===== src/rtl/bcd_display_scanner.sv =====
// Three-digit BCD scanner for a common-anode 7-segment display.
// Captures digits on load and multiplexes them with leading-zero blanking.
module bcd_display_scanner #(
  parameter int unsigned REFRESH_DIV   = 50000,
  parameter bit          BLANK_LEADING = 1'b1
) (
  input  logic       clk,
  input  logic       reset,
  input  logic       enable,
  input  logic       load,
  input  logic [3:0] ones,
  input  logic [3:0] tens,
  input  logic [3:0] hundred,
  input  logic       done,
  output logic [6:0] seg,
  output logic       dp,
  output logic [2:0] an,
  output logic       invalid,
  output logic       frame_tick
);

  localparam int unsigned DIV_W = (REFRESH_DIV > 1) ? $clog2(REFRESH_DIV) : 1;
  localparam logic [DIV_W-1:0] DIV_LAST = DIV_W'(REFRESH_DIV - 1);

  typedef enum logic [1:0] {S_ONES, S_TENS, S_HUND} state_t;

  state_t           r_state;
  logic [DIV_W-1:0] r_div;
  logic [3:0]       r_ones;
  logic [3:0]       r_tens;
  logic [3:0]       r_hund;
  logic             r_done_l;

  logic       w_wrap;
  logic [3:0] w_digit;
  logic [2:0] w_an_slot;
  logic       w_zero_blank;
  logic       w_hide;
  logic [6:0] w_seg_code;
  logic       w_bad_capture;
  state_t     w_next_state;

  always_comb begin
    w_wrap        = (r_div == DIV_LAST);
    w_bad_capture = (ones > 4'd9) || (tens > 4'd9) || (hundred > 4'd9);
    w_digit       = r_ones;
    w_an_slot     = 3'b110;
    w_zero_blank  = 1'b0;
    w_next_state  = S_ONES;
    case (r_state)
      S_ONES: begin
        w_digit      = r_ones;
        w_an_slot    = 3'b110;
        w_next_state = S_TENS;
      end
      S_TENS: begin
        w_digit      = r_tens;
        w_an_slot    = 3'b101;
        w_zero_blank = BLANK_LEADING && (r_hund == 4'd0) && (r_tens == 4'd0);
        w_next_state = S_HUND;
      end
      S_HUND: begin
        w_digit      = r_hund;
        w_an_slot    = 3'b011;
        w_zero_blank = BLANK_LEADING && (r_hund == 4'd0);
        w_next_state = S_ONES;
      end
      default: begin
        w_digit      = r_ones;
        w_an_slot    = 3'b111;
        w_next_state = S_ONES;
      end
    endcase
    // Non-BCD shadow digits are hidden exactly like blanked leading zeros.
    w_hide = w_zero_blank || (w_digit > 4'd9);
  end

  always_comb begin
    case (w_digit)
      4'd0:    w_seg_code = 7'h40;
      4'd1:    w_seg_code = 7'h79;
      4'd2:    w_seg_code = 7'h24;
      4'd3:    w_seg_code = 7'h30;
      4'd4:    w_seg_code = 7'h19;
      4'd5:    w_seg_code = 7'h12;
      4'd6:    w_seg_code = 7'h02;
      4'd7:    w_seg_code = 7'h78;
      4'd8:    w_seg_code = 7'h00;
      4'd9:    w_seg_code = 7'h10;
      default: w_seg_code = 7'h7F;
    endcase
  end

  always_ff @(posedge clk) begin
    if (!reset) begin
      r_state    <= S_ONES;
      r_div      <= '0;
      r_ones     <= '0;
      r_tens     <= '0;
      r_hund     <= '0;
      r_done_l   <= 1'b0;
      seg        <= '1;
      dp         <= 1'b1;
      an         <= '1;
      invalid    <= 1'b0;
      frame_tick <= 1'b0;
    end else begin
      if (load) begin
        r_ones   <= ones;
        r_tens   <= tens;
        r_hund   <= hundred;
        r_done_l <= done;
        if (w_bad_capture) invalid <= 1'b1;
      end

      if (enable) begin
        if (w_wrap) begin
          r_div   <= '0;
          r_state <= w_next_state;
        end else begin
          r_div <= r_div + 1'b1;
        end
      end

      // Outputs reflect the pre-edge state and shadow, giving one cycle of latency.
      if (!enable || w_hide) begin
        seg <= '1;
        an  <= '1;
      end else begin
        seg <= w_seg_code;
        an  <= w_an_slot;
      end
      dp         <= !(enable && (r_state == S_ONES) && r_done_l);
      frame_tick <= enable && (r_state == S_HUND) && w_wrap;
    end
  end

endmodule

===== config.mk =====
export PLATFORM = sky130hd
export DESIGN_NAME = bcd_display_scanner
export DESIGN_NICKNAME = d
export VERILOG_FILES = /design/src/rtl/bcd_display_scanner.sv
export SDC_FILE = /design/constraint.sdc
export NUM_CORES = 1
export LEC_CHECK = 0
export BUFFER_PORTS_ARGS = -buffer_cell sky130_fd_sc_hd__clkbuf_2
export CAP_MARGIN = 5
export CORE_MARGIN = 10
export CORE_UTILIZATION = 35
export DETAILED_ROUTE_END_ITERATION = 8
export GPL_ROUTABILITY_DRIVEN = 0
export PLACE_DENSITY = 0.58
export SYNTH_ARGS = -nofsm -noshare
export SYNTH_HDL_FRONTEND = slang
export SYNTH_SLANG_ARGS = --single-unit

===== constraint.sdc =====
create_clock -name clk -period 3.04 [get_ports clk]
set_clock_uncertainty 0.15 [all_clocks]
set_input_delay 0 -clock clk [delete_from_list [all_inputs] [get_ports clk]]
set_output_delay 0 -clock clk [all_outputs]
set_load 0.02 [all_outputs]

==> run_results.csv <==
group,metric,value,unit
cts,cts_tree,"built",
setup_path,cp.buffers_inverters,1,
detailed_routing,routed-wl-met3,174,µm
sta,setup_viol_count_final,0,
cts,clock_path_buffers,2,
global_routing,antenna_found_initial,1,
yosys,synth-main-ff-cell,"dfxtp_1",
pwr,peakVddDrop,0.0002935,V
global_routing,grt_usage,0.09991,
run_status,outcome,"complete, no violations",
yosys,synth_cell_type_count,45,
detailed_routing,wl,4.676,mm
sta,worst_hold_slack,131.2,ps
placed_design,io_buffers,29,
global_routing,grt_max_degree,18,
die,core-area,5956,µm²
setup_path,cp_top_family,"compound AO/OA/AOI/OAI gates",
yosys,postSynth.asyncResetShare,0,
sta,setup-tns-final,0,ps
min_path,hold_class,"in2reg",
setup_path,cpPeakStageDelay,600,ps
die,die-area,9681,µm²
pwr,p_leak,0.001100,µW
yosys,syn_area_per_cell,9.231,µm²
sta,finalMaxSlewViolations,0,
die,start_util,0.3611,
die,rows,28,
global_routing,grt_pass1_wl,8.086,mm
setup_path,critical_path.max_fanout,17,
detailed_routing,vias,1738,
cts,postCtsSetupBuffers,0,
final_layout,mostFrequentLayoutCell,"dfxtp_1",
final_layout,fin_cells,350,
final_layout,fillCellCount,599,
sta,hold_violations,0,
sta,timing.fmax,368.6,MHz
yosys,synthesis.nets,261,
final_layout,multi_input_area,1167,µm²
cts,numCtsBuffers,5,
detailed_routing,wl_per_cell,13.36,µm
final_layout,finalNetCount,301,
detailed_routing,wl_met1,2.233,mm
final_layout,seq_area,880.8,µm²
detailed_routing,dr.pass1.iters,4,
setup_path,cp-start-kind,"flip-flop",
die,die_h,98.39,µm
cts,cts.sinks,44,
die,die_w,98.39,µm
yosys,syn_inst,233,
run,max_cap_viol_count,0,
final_layout,area_delta_synth_final,21.06,%
setup_path,worstPathRequired,3060,ps
final_layout,layout-drive-gt1-share,0.1715,
detailed_routing,drcViolationCount,0,
cts,ctsHtreeMaxLevel,2,
yosys,synth_edf_count,0,
yosys,yosys_warnings,0,
sta,fin_crit_sh,0.8923,
yosys,synth_area,2151,µm²
setup_path,cp-end-kind,"flip-flop",
global_routing,first_global_vias,1665,
final_layout,layout_common_cells,"dfxtp_1 (44), nor2_1 (36), clkbuf_2 (29), mux2i_1 (15), dlygate4sd3_1 (15)",
detailed_routing,ant_nets,0,
setup_path,worst-setup-path-type,"reg2reg",
sta,slew_headroom,0.6454,
setup_path,reg2reg_slack,330,ps
die,io_pins,30,
global_routing,overflow,0,
pwr,powerDensity,475.9,nW/µm²
yosys,ys_ff_latch,44,
detailed_routing,routed-wl-met2,2.195,mm
yosys,ys_seq_area_frac,0.4095,
setup_path,path_cells,"inv_1, ha_1, nor2_1, a21oi_1, ha_1, o221ai_2, a221oi_4, o21ai_1",
cts,clock_latency,300,ps
setup_path,slowest_stage,"ha_1",
sta,layout_min_cycle_time,2713,ps
sta,worst_pin_slew,531.9,ps
placed_design,dp_cells,326,
setup_path,critical_path.most_common_cell,"ha_1",
placed_design,hpwl,3.324,mm
detailed_routing,top_layer,"met4",
cts,cts.clk_slew.worst_paths,90,ps
cts,cts-root-buf,"clkbuf_8",
setup_path,cp_data_arrival_time,2730,ps
detailed_routing,drt_iter0_drc,70,
sta,rsz0062_at_grt,"false",
detailed_routing,route.detailed.vias_per_inst,4.966,
==> worst register-to-register path, stage by stage (launching register included) <==
cell	delay [ps]
dfxtp_1	380
inv_1	100
ha_1	600
nor2_1	80
a21oi_1	290
ha_1	260
o221ai_2	120
a221oi_4	460
o21ai_1	130
==> path summary, 6_finish.rpt <==
kind / startpoint / cells past startpoint / endpoint
hold reg to reg: r_done_l$_SDFFE_PN0P_ / 1 / dp$_SDFF_PN1_
setup reg to reg: r_state[0]$_SDFFE_PN0P_ / 8 / seg[2]$_SDFF_PP1_
hold / removal: load / 3 / r_hund[3]$_SDFFE_PN0P_
setup / recovery: r_state[0]$_SDFFE_PN0P_ / 8 / seg[2]$_SDFF_PP1_
==> through the flow <==
stage	cell area, µm²	utilization	worst slack [ps]	power (µW)
floorplan	2151	-	668.1	707.8
global placement	2325	0.3903	432.5	743.9
detailed placement	2325	0.3903	356.5	744.6
CTS	2601	0.4368	306.2	1257
global route	2604	0.4372	66.42	1297
finish	2604	0.4372	327.3	1239
==> layer usage <==
metal	GRT usage	vias to the layer above
met1	0.1227	812
li1	-	899
met4	0.04520	0
met5	0	-
met2	0.1558	21
met3	0.03101	6
==> state kept, by name, summed over array words and instances (netlist names) <==
register	count
an	3
dp	1
frame_tick	1
invalid	1
r_div	16
r_done_l	1
r_hund	4
r_ones	4
r_state	2
r_tens	4
seg	7
==> power by group <==
part           switching (µW)  internal, µW  total (µW)
combinational            72.0          62.5         134
sequential               13.3           598         611
clock                     204           290         494
==> layout make-up <==
type / count / share of cell area
inverter: 8 / 0.01153
timing repair buffer: 45 / 0.1163
clock buffer: 7 / 0.03700
antenna: 1 / 0.0009611
tap: 75 / 0.03604
multi-input combinational: 169 / 0.4483
clock inverter: 1 / 0.01153
sequential: 44 / 0.3383
==> repair_timing <==
item,in CTS,in global routing
resized for setup,0,0
setup endpoints to repair,0,0
hold buffers,15,0
endpoints found under the hold margin,32,0
==> synthesized netlist by cell type (2+ instances only) <==
master | instances | area share
a211o_1 | 2 | 0.0081
a211oi_1 | 2 | 0.0070
a21o_1 | 3 | 0.010
a21oi_1 | 13 | 0.030
a21oi_2 | 2 | 0.0081
a22oi_1 | 3 | 0.010
and2_1 | 2 | 0.0058
and3_1 | 3 | 0.0087
and4_1 | 3 | 0.012
buf_2 | 6 | 0.014
buf_6 | 2 | 0.010
clkbuf_1 | 2 | 0.0035
dfxtp_1 | 44 | 0.41
ha_1 | 11 | 0.064
inv_1 | 7 | 0.012
mux2i_1 | 15 | 0.070
nand2_1 | 10 | 0.017
nand3_1 | 9 | 0.021
nand4_1 | 7 | 0.020
nor2_1 | 36 | 0.063
o21ai_0 | 11 | 0.026
o21ai_1 | 5 | 0.012
or3_1 | 3 | 0.0087
xnor2_1 | 2 | 0.0081
xor2_1 | 10 | 0.041
==> logic make-up after synthesis <==
family,synth area share
AOI/OAI and AO/OA,0.1606
buffers and inverters,0.04770
muxes,0.06981
and+or+nand+nor,0.1995
DFF,0.4095
xor gates and xnor gates,0.04887
adders and majority gates,0.06399
No activity file was read; power rests on OpenSTA's default activity.
